**src/rtl/pipe_hazard_ctrl.sv**
```systemverilog
// Hazard, flush and branch-prediction controller for the 5-stage pipeline.
// Resolves branches/jumps in MEM, stalls on load-use and trains a 2-bit BHT.
module pipe_hazard_ctrl #(
   parameter int IDX_W = 6,
   parameter int CNT_W = 16
) (
   input  logic             Clk,
   input  logic             reset,
   input  logic [IDX_W-1:0] IF_PCIdx,
   input  logic [4:0]       ID_rs,
   input  logic [4:0]       ID_rt,
   input  logic             ID_useRs,
   input  logic             ID_useRt,
   input  logic             EX_MemRead,
   input  logic [4:0]       EX_writeReg,
   input  logic [1:0]       MEM_Branch,
   input  logic             MEM_zero,
   input  logic             MEM_Jump,
   input  logic             MEM_jr,
   input  logic             MEM_Predict,
   input  logic [IDX_W-1:0] MEM_PCIdx,
   output logic             IF_Predict,
   output logic             PC_Write,
   output logic             IF_ID_Write,
   output logic             IF_ID_Flush,
   output logic             ID_EX_Bubble,
   output logic             EX_MEM_Bubble,
   output logic [2:0]       PC_Sel,
   output logic [CNT_W-1:0] BranchCnt,
   output logic [CNT_W-1:0] MispredCnt
);

   localparam int ENTRIES = 1 << IDX_W;

   logic [1:0] bht [ENTRIES];
   logic       isBr;
   logic       taken;
   logic       mispred;
   logic       redirect;
   logic       loadUse;

   always_comb begin
      isBr     = (MEM_Branch == 2'b01) || (MEM_Branch == 2'b10);
      taken    = ((MEM_Branch == 2'b01) && MEM_zero) || ((MEM_Branch == 2'b10) && !MEM_zero);
      mispred  = isBr && (taken != MEM_Predict);
      redirect = mispred || MEM_Jump || MEM_jr;
      loadUse  = EX_MemRead && (EX_writeReg != 5'd0) &&
                 ((ID_useRs && (ID_rs == EX_writeReg)) || (ID_useRt && (ID_rt == EX_writeReg)));
   end

   // Redirect squashes younger stages, so it overrides any load-use stall.
   always_comb begin
      PC_Write      = 1'b1;
      IF_ID_Write   = 1'b1;
      IF_ID_Flush   = 1'b0;
      ID_EX_Bubble  = 1'b0;
      EX_MEM_Bubble = 1'b0;
      PC_Sel        = 3'd0;
      IF_Predict    = bht[IF_PCIdx][1];
      if (reset) begin
         PC_Write      = 1'b0;
         IF_ID_Write   = 1'b0;
         IF_ID_Flush   = 1'b1;
         ID_EX_Bubble  = 1'b1;
         EX_MEM_Bubble = 1'b1;
         IF_Predict    = 1'b0;
      end else if (redirect) begin
         IF_ID_Flush   = 1'b1;
         ID_EX_Bubble  = 1'b1;
         EX_MEM_Bubble = 1'b1;
         if (MEM_jr)
            PC_Sel = 3'd4;
         else if (MEM_Jump)
            PC_Sel = 3'd3;
         else if (taken)
            PC_Sel = 3'd1;
         else
            PC_Sel = 3'd2;
      end else if (loadUse) begin
         PC_Write     = 1'b0;
         IF_ID_Write  = 1'b0;
         ID_EX_Bubble = 1'b1;
      end
   end

   // Saturating 2-bit counters; the fetch read sees the pre-edge value.
   always_ff @(posedge Clk) begin
      if (reset) begin
         for (int i = 0; i < ENTRIES; i++)
            bht[i] <= 2'b01;
      end else if (isBr) begin
         if (taken && (bht[MEM_PCIdx] != 2'b11))
            bht[MEM_PCIdx] <= bht[MEM_PCIdx] + 2'b01;
         else if (!taken && (bht[MEM_PCIdx] != 2'b00))
            bht[MEM_PCIdx] <= bht[MEM_PCIdx] - 2'b01;
      end
   end

   // Performance counters stick at all-ones rather than wrapping.
   always_ff @(posedge Clk) begin
      if (reset) begin
         BranchCnt  <= '0;
         MispredCnt <= '0;
      end else begin
         if (isBr && (BranchCnt != {CNT_W{1'b1}}))
            BranchCnt <= BranchCnt + {{(CNT_W-1){1'b0}}, 1'b1};
         if (mispred && (MispredCnt != {CNT_W{1'b1}}))
            MispredCnt <= MispredCnt + {{(CNT_W-1){1'b0}}, 1'b1};
      end
   end

endmodule

```
**config.mk**
```make
export PLATFORM = sky130hd
export DESIGN_NAME = pipe_hazard_ctrl
export DESIGN_NICKNAME = d
export VERILOG_FILES = /design/src/rtl/pipe_hazard_ctrl.sv
export SDC_FILE = /design/constraint.sdc
export NUM_CORES = 1
export LEC_CHECK = 0
export CORE_ASPECT_RATIO = 0.75
export CORE_MARGIN = 5
export CORE_UTILIZATION = 46
export DETAILED_ROUTE_END_ITERATION = 16
export MAX_ROUTING_LAYER = met4
export PLACE_DENSITY_LB_ADDON = 0.25
export SYNTH_ARGS = -nofsm -noshare
export SYNTH_HDL_FRONTEND = slang
export SYNTH_SLANG_ARGS = --single-unit
```
**constraint.sdc**
```tcl
create_clock -name Clk -period 8.7 [get_ports Clk]
set_input_delay 1.74 -clock Clk [delete_from_list [all_inputs] [get_ports Clk]]
set_output_delay 1.74 -clock Clk [all_outputs]
set_load 0.05 [all_outputs]
```
==> results.md <==
- Outcome: completed
- Part of the Yosys area used for sequential elements: 0.498
- Commonest cells after routing, fill and taps aside: edfxtp_1 (128), nor2_1 (95), nand2_1 (87)
- Yosys warnings: 0
- Gates resized, CTS repair: 0
- Overflow after GRT: 0
- Internal: 1370 uW
- # Max-Cap Violations: 0
- Worst VDD drop: a little under 0.1 mV
- DRC Markers: 0
- Vias in the first global route: around 6800
- Worst slew pin tran: roughly 1.2 ns
- Syn Nets: slightly below 900
- Area delta synth->final: 15.5%
- Largest net degree at the start of global routing: 66
- Final cell count without fillers: between 1000 and 1500
- Post-Synth Simple-Gate Area: 0.192
- # clock sinks: 160
- Setup-failing EPs final: 0
- Post-synth EDFFs: between 100 and 150
- Slew Limit Fails: 0
- # placed instances: 1094
- Clock skew: ~0.013 ns
- Final Hold Fails: 0
- GRT Total Usage: 0.234
- Rel. slew slack: 0.198
- Largest family of logic cells by synthesized area: simple AND/OR/NAND/NOR gates
- Post-DP HPWL: ~17000 um
- Yosys cell types: 63
- Fmax: approximately 140 MHz
- Via-to-Cell Ratio: between 6 and 7
- Most used cell, CP: mux4_2
- Final wirelength: about 26000 um
- WL per Instance: approximately 23 um
- Main synth FF type: edfxtp_1
- First drt pass iteration count: 6
- H-tree Lvls: 4
- Post-route ant nets: 0
- Critical path buffers and inverters: 2
- CTS tree: yes
- Filler cells: roughly 1700
- Worst hold start: MispredCnt[13]$_SDFFE_PP0P_
- Clock Tree Root: clkbuf_16
- Nets: between 900 and 1000
- Hold Path Class: reg -> reg
- Start point of the critical path: IF_PCIdx[0]
- Postcts setup bufs: 0
- Tcrit/Tclk final: 0.825
- CTS Buffer Depth: 2
- Critical path class: in -> out
- Clock Latency Late Sink: about 0.44 ns
- Num CTS Buffers: 17
- Crit path cell chain: clkdlybuf4s50_1 > mux4_2 > mux4_2 > mux4_2 > nor2b_1 > clkdlybuf4s50_1
- Row cnt: 44
- DIE AREA: about 23000 sq um
- Boundary Pins: just under 80
- Worst slack, placed: approximately 1.5 ns
- Total number of vias: a little over 7000
- Initial DRC Count: 902
- Die Ht: ~130 um
- Register area: 4480 sq um
- Crit-path leading delay family: buffers and inverters
- Most common cell after layout, fill and taps aside: edfxtp_1
- Hold slack final: 0.516 ns
- Power Dens Cells: 185 nW/um^2
- Leak: about 0.0033 uW
- CP max-delay cell: clkdlybuf4s50_1
- Antenna diode count: 0
- PnR worst setup slack: 1.52 ns
- Sequential Power Share: 0.443
- Crit path capture type: output pin
- Comb power frac: 0.142
- First-pass GRT wire length: about 40000 um
- Required @ worst endpoint: just under 7 ns
- Synth Area in Compound Gates: 0.116
- Mux contribution to synthesized area: 0.105
- Clk slew on worst S/H paths: approximately 0.07 ns
- Initial Util: 0.466
- Worst Path Arrival: 5.44 ns
- Synth Area per Inst: roughly 11 sq um
- Final instance area: about 10000 sq um
- Cts hold-fix bufs: 0
- Core area: between 15000 and 20000 sq um
- Synth Instances: ~840
- Async SR Flop Fraction: 0
- P_sw: approximately 560 uW
- Cell Area, Placed: about 9800 sq um
- Layout cell share with drive strength beyond 1: 0.121
- Synth Cell Area: around 9000 sq um
- Reg2reg start: bht[63][1]$_SDFFCE_PN0P_
- Initial antenna violation count: 0
- Setup TNS: 0 ns
- Clock share of power: 0.415
- Min cycle time layout: about 7.2 ns
- Port Buffer Count: 78
- Multi-input logic area: approximately 4100 sq um
- Adder-cell share of the synthesized area: 0.00555
- Worst Setup Start Kind: primary input
- Post-Synth XOR/XNOR Area: 0.0340
- Crit Path Max Fanout: 16
- Seq cells post-synth: 160
- GP Congestion: 0.950
- Critical path's largest stage delay: around 1.2 ns
- RSZ-0062 raised after global routing: no
- Switch share: 0.289
- Horiz. Die Dim: 172 um
[power by group through the flow]
| stage | logic [uW] | registers, uW | clock network [uW] |
|---|---|---|---|
| final | 273 | 852 | 799 |
| after global routing | 287 | 853 | 841 |
| after CTS | 270 | 851 | 802 |
| after detailed placement | 269 | 868 | 0 |
| after global placement | 266 | 869 | 0 |
| after floorplan | 183 | 870 | 0 |
[synthesized netlist by cell type, types with 4 or more instances]
library cell  count  area (sq um)
xnor2_1          13           114
or3_1             8          50.1
ha_1              4          50.1
a211oi_1          5          37.5
nor2_1           95           357
buf_4             4          30.0
nor3_1            7          35.0
nand3b_1          6          45.0
buf_6             8          90.1
dfxtp_1          32           641
o22ai_1           6          37.5
a21o_1           56           420
and3_1            5          31.3
mux2i_1           9          90.1
or2_2             6          37.5
nand2_1          87           327
edfxtp_1        128          3840
a31o_2            4          35.0
a21oi_1          16          80.1
a221oi_1         14           123
nor2b_1           7          43.8
nand4_1           9          56.3
a31o_1            5          43.8
and2_1            4          25.0
o21ai_0           9          45.0
inv_1            12          45.0
nor4_1           69           432
mux2_2           15           169
clkbuf_1         55           206
nand3_1          22           110
xor2_1           22           193
mux4_2           30           676
buf_2            14          70.1
[through the flow]
| step | power (uW) | utilization |
|---|---|---|
| 6_report | 1920 | 0.539 |
| 5_1_grt | 1980 | 0.539 |
| 4_1_cts | 1920 | 0.539 |
| 3_5_place_dp | 1140 | 0.507 |
| 3_3_place_gp | 1130 | 0.507 |
| 2_1_floorplan | 1050 | - |
[sequential cells by signal, summed over array words and instances, names as in the netlist]
name / count
MispredCnt: 16
bht: 128
BranchCnt: 16
[worst register-to-register path, stage by stage (launching register included)]
cell,delay (ns)
edfxtp_1,0.47
mux2_2,0.30
a22oi_1,0.24
a31oi_1,0.12
or4_1,0.56
nor3_1,0.34
xnor2_1,0.16
mux2i_4,0.92
buf_12,0.30
nor4_1,0.09
[metal layers]
layer | GRT usage | vias to the layer above | part of all wire
li1 | - | 3217 | -
met1 | 0.343 | 3499 | 0.43
met2 | 0.322 | 426 | 0.44
met3 | 0.0613 | 48 | 0.11
met4 | 0.0651 | 0 | 0.020
met5 | - | - | 0
[logic make-up after synthesis]
logic type	after synthesis
adder cells (fa/ha/maj)	4
AO/OA/AOI/OAI	140
buffers and inverters	96
XOR/XNOR	35
AND/OR/NAND/NOR	348
multiplexers	55
flip-flops	160
[final cells by class]
class	count	share of cell area
well taps	253	0.0304
clock buffers	17	0.0409
repair buffers	87	0.0820
clock inverters	15	0.0183
inverters	12	0.00433
multi-input cells	582	0.393
flip-flops and latches	160	0.431
[path summary, 6_finish.rpt]
check / endpoint / slack, ns / depth (start not counted)
worst min register to register: MispredCnt[13]$_SDFFE_PP0P_ / 0.52 / 2
worst min-delay path: MispredCnt[13]$_SDFFE_PP0P_ / 0.52 / 2
worst max register to register: bht[11][1]$_SDFFCE_PN0P_ / 4.92 / 9
worst max-delay path: IF_Predict / 1.52 / 6
No activity file was read; power rests on OpenSTA's default activity.
==> patch 1, RTL diff (same settings) <==
`IDX_W`: 6 -> 7.
--- a/src/rtl/pipe_hazard_ctrl.sv
+++ b/src/rtl/pipe_hazard_ctrl.sv
@@ -2,5 +2,5 @@
 // Resolves branches/jumps in MEM, stalls on load-use and trains a 2-bit BHT.
 module pipe_hazard_ctrl #(
-   parameter int IDX_W = 6,
+   parameter int IDX_W = 7,
    parameter int CNT_W = 16
 ) (
Ports: changed (resized IF_PCIdx and MEM_PCIdx); port bits go from 79 to 81. The function was not compared with the original's and may differ.
==> patch 1 against the unedited design <==
- global-route usage grew 6.3 points
- register-to-register slack worse by 0.47 ns
- via count increased by 82%
- sequential cell count increased by 128
- clock power increased by 61%
- total power rose by 76%
- setup slack gained 0.090 ns
- critical path depth grew 2
- combinational power up 97%
- synthesized area rose by 76%
- wire length increased by 120%
- final area is 73% higher
- highest routed layer unchanged
==> patch 1: results <==
INSERT INTO impl_metrics (metric_group, metric, value, unit) VALUES
('run_status', 'status', 'finished clean', ''),
('cts', 'clock_tree.htree_level_count', '1', ''),
('global_route', 'grtUsageTotal', '29.7', '%'),
('floorplanning', 'chip_width', '225', 'um'),
('power_and_ir_drop', 'p_total', '3.38', 'mW'),
('synth', 'synth.cells.most_frequent', 'sky130_fd_sc_hd__edfxtp_1 (256), sky130_fd_sc_hd__nand2_1 (156), sky130_fd_sc_hd__o21bai_1 (113), sky130_fd_sc_hd__nor3_1 (111), sky130_fd_sc_hd__nand3_1 (86)', ''),
('power_and_ir_drop', 'cellLeakagePower', '5.40', 'nW'),
('place', 'dpl_worst_slack', '1.58', 'ns'),
('place', 'place_inst', '1847', ''),
('cells_and_area', 'drive_gt1_share', '13.7', '%'),
('cells_and_area', 'post-route-util', '53.1', '%'),
('setup_path', 'crit_fanout', '24', ''),
('global_route', 'grt_start_max_net_pins', '113', ''),
('timing', 'worst_slew_margin_rel', '26.7', '%'),
('synth', 'mappedNetlistNets', '1451', ''),
('cells_and_area', 'fillerInstances', '3009', ''),
('routing', 'post_drt_wl_per_cell', '29.7', 'um'),
('synth', 'post_synth_num_cell_types', '72', ''),
('synth', 'synth-seq-area-share', '52.5', '%'),
('routing', 'totalWireLength', '56600', 'um');
## patch 1: final cells by class
cell class | count | area share (%)
Tap cell | 450 | 3.13
Antenna cell | 2 | 0.0279
Sequential cell | 288 | 46.3
Timing Repair Buffer | 132 | 6.63
Clock buffer | 52 | 5.31
Inverter | 12 | 0.251
Multi-Input combinational cell | 965 | 38.2
Clock inverter | 4 | 0.111
## patch 1: final timing paths
check / from / endpoint / slack [ns] / cells past startpoint
min: MispredCnt[15] / MispredCnt[15] / 0.51 / 2
max: IF_PCIdx[0] / IF_Predict / 1.61 / 8
max reg2reg: bht[93][0] / bht[41][1] / 4.45 / 11
min reg2reg: MispredCnt[15] / MispredCnt[15] / 0.51 / 2
## patch 1: kinds of logic after synthesis
| logic type | after synthesis | synth area share [%] |
|---|---|---|
| multiplexers | 106 | 11.1 |
| buffers and inverters | 154 | 4.62 |
| adder cells (fa/ha/maj) | 4 | 0.315 |
| AND/OR/NAND/NOR | 537 | 16.3 |
| flip-flops | 288 | 52.5 |
| XOR/XNOR | 35 | 1.93 |
| AO/OA/AOI/OAI | 283 | 13.3 |
## patch 1: per-layer routing
metal	global-route usage (%)	share of wire [%]	vias to the layer above	wire length, um
met5	-	0	-	0
met4	8.28	3.4	0	1950
met3	10.4	15	167	8770
met2	41.0	42	1090	23600
met1	41.9	39	6384	22200
li1	-	-	5433	-
## patch 1: power by group through the flow
| stage | Combinational [mW] | Sequential (mW) | Clock, mW |
|---|---|---|---|
| floorplan | 0.322 | 1.58 | 0 |
| global placement | 0.514 | 1.58 | 0 |
| detailed placement | 0.517 | 1.58 | 0 |
| CTS | 0.519 | 1.55 | 1.29 |
| global route | 0.551 | 1.55 | 1.35 |
| finish | 0.537 | 1.55 | 1.29 |
==> patch 2, RTL diff (same flow settings) <==
Without the edit above. Reset style: asynchronous (`reset`), changed in 2 clocked blocks.
--- a/src/rtl/pipe_hazard_ctrl.sv
+++ b/src/rtl/pipe_hazard_ctrl.sv
@@ -85,5 +85,5 @@
 
    // Saturating 2-bit counters; the fetch read sees the pre-edge value.
-   always_ff @(posedge Clk) begin
+   always_ff @(posedge Clk or posedge reset) begin
       if (reset) begin
          for (int i = 0; i < ENTRIES; i++)
@@ -98,5 +98,5 @@
 
    // Performance counters stick at all-ones rather than wrapping.
-   always_ff @(posedge Clk) begin
+   always_ff @(posedge Clk or posedge reset) begin
       if (reset) begin
          BranchCnt  <= '0;
Formal check against the unedited RTL: not equivalent (a bounded check fails within 4 cycles, from zero or initial values and one cycle with reset high; the reset may be asserted at any time).
==> patch 2 against the unedited design <==
- synthesized area is 3.6% lower
- setup slack gained 0.39 ns
- maximum frequency grew 5.8%
- final area down 1.8%
- cell count decreased by 5.2%
- synthesized cell count shrank 11%
- wire length down 8.4%
- sequential cell count unchanged
- critical endpoint unchanged
- highest routed layer unchanged
Power is not compared: it rests on default switching activity, and its combinational part moved more than twofold at a synthesized area within 25%.
==> patch 2: results <==
INSERT INTO impl_metrics (metric_group, metric, value, unit) VALUES
('cells_and_area', 'fillerInstances', '1571', ''),
('global_route', 'grt_first_pass_wirelength', '37300', 'um'),
('setup_path', 'crit_fanout', '14', ''),
('routing', 'totalWireLength', '23700', 'um'),
('run_status', 'status', 'finished clean', ''),
('timing', 'worst_tran_pin_value', '1.13', 'ns'),
('synth', 'synth.cells.most_frequent', 'sky130_fd_sc_hd__mux2_2 (125), sky130_fd_sc_hd__dfrtp_1 (96), sky130_fd_sc_hd__nand2_1 (71), sky130_fd_sc_hd__nor2_1 (65), sky130_fd_sc_hd__dfstp_2 (64)', ''),
('synth', 'synth-seq-area-share', '47.0', '%'),
('synth', 'mappedNetlistNets', '790', ''),
('setup_path', 'depth_of_the_most_critical_reg_to_reg_path', '11', ''),
('cells_and_area', 'drive_gt1_share', '33.5', '%'),
('place', 'placedInstanceArea', '9630', 'um2'),
('synth', 'ys_top_cells_by_area', 'sky130_fd_sc_hd__dfrtp_1 (28%), sky130_fd_sc_hd__dfstp_2 (19%), sky130_fd_sc_hd__mux2_2 (16%)', ''),
('synth', 'synth_enable_flop_cells', '0', ''),
('routing', 'detailedRoute.firstIterationViolations', '623', ''),
('global_route', 'grt_pass1_vias', '6419', ''),
('setup_path', 'setup.reg_to_reg.worst_slack', '4.27', 'ns'),
('cells_and_area', 'num-nets-final', '852', ''),
('timing', 'worst_clock_skew', '0.00745', 'ns'),
('global_route', 'grt_start_max_net_pins', '88', '');
patch 2: cell count changes in the layout (fill, tap and decap cells not counted), moves of 20 or more:
cell / before / now
sky130_fd_sc_hd__nor2_1: 95 / 65
sky130_fd_sc_hd__dfrtp_1: 0 / 96
sky130_fd_sc_hd__a21o_1: 56 / 0
sky130_fd_sc_hd__dfxtp_1: 32 / 0
sky130_fd_sc_hd__dfstp_2: 0 / 64
sky130_fd_sc_hd__o21ai_0: 9 / 29
sky130_fd_sc_hd__edfxtp_1: 128 / 0
sky130_fd_sc_hd__mux2_2: 15 / 125
sky130_fd_sc_hd__nor4_1: 69 / 2
patch 2: layout make-up:
cell class | instances | area share (%)
inverters | 10 | 0.416
clock buffers | 17 | 4.16
multi-input cells | 534 | 42.7
repair buffers | 85 | 8.05
well taps | 247 | 3.02
flip-flops and latches | 160 | 39.9
clock inverters | 15 | 1.69
patch 2: cells by family after synthesis:
kind of cell,synth area share [%]
AO/OA/AOI/OAI,7.95
flip-flops,47.0
AND/OR/NAND/NOR,12.6
multiplexers,24.8
buffers and inverters,2.78
adder cells (fa/ha/maj),0.864
XOR/XNOR,4.03
patch 2: how the worst max path moves through the flow:
| stage | from | end | slack [ns] | depth (start not counted) |
|---|---|---|---|---|
| floorplan | reset | PC_Write | 0.80 | 3 |
| global placement | IF_PCIdx[0] | IF_Predict | 1.92 | 6 |
| detailed placement | IF_PCIdx[0] | IF_Predict | 1.91 | 6 |
| CTS | IF_PCIdx[0] | IF_Predict | 1.87 | 6 |
| global route | IF_PCIdx[0] | IF_Predict | 1.75 | 6 |
| finish | IF_PCIdx[0] | IF_Predict | 1.91 | 6 |
patch 2: through the flow:
step	total power, mW	utilization [%]	hold WS, ns	setup WS (ns)	std cells
after floorplan	1.46	-	0.456	0.797	746
after global placement	1.66	52.0	0.465	1.92	1036
after detailed placement	1.68	52.0	0.476	1.91	1036
after CTS	2.45	55.2	0.485	1.87	1068
after global routing	2.54	55.2	0.500	1.75	1068
final	2.44	55.2	0.481	1.91	1068
patch 2: per-layer routing:
layer	track usage, %	part of all wire, %	vias up
met3	6.42	7.9	34
met1	32.0	45	3229
li1	-	-	2856
met4	6.11	1.6	0
met5	-	0	-
met2	33.2	45	253
patch 2: worst max-delay path, cell delays in order:
cell and delay, ns:
sky130_fd_sc_hd__clkdlybuf4s50_1 1.08, sky130_fd_sc_hd__mux4_2 0.61, sky130_fd_sc_hd__mux4_2 0.53, sky130_fd_sc_hd__a22oi_1 0.24, sky130_fd_sc_hd__nand2_1 0.12, sky130_fd_sc_hd__clkdlybuf4s50_1 0.72
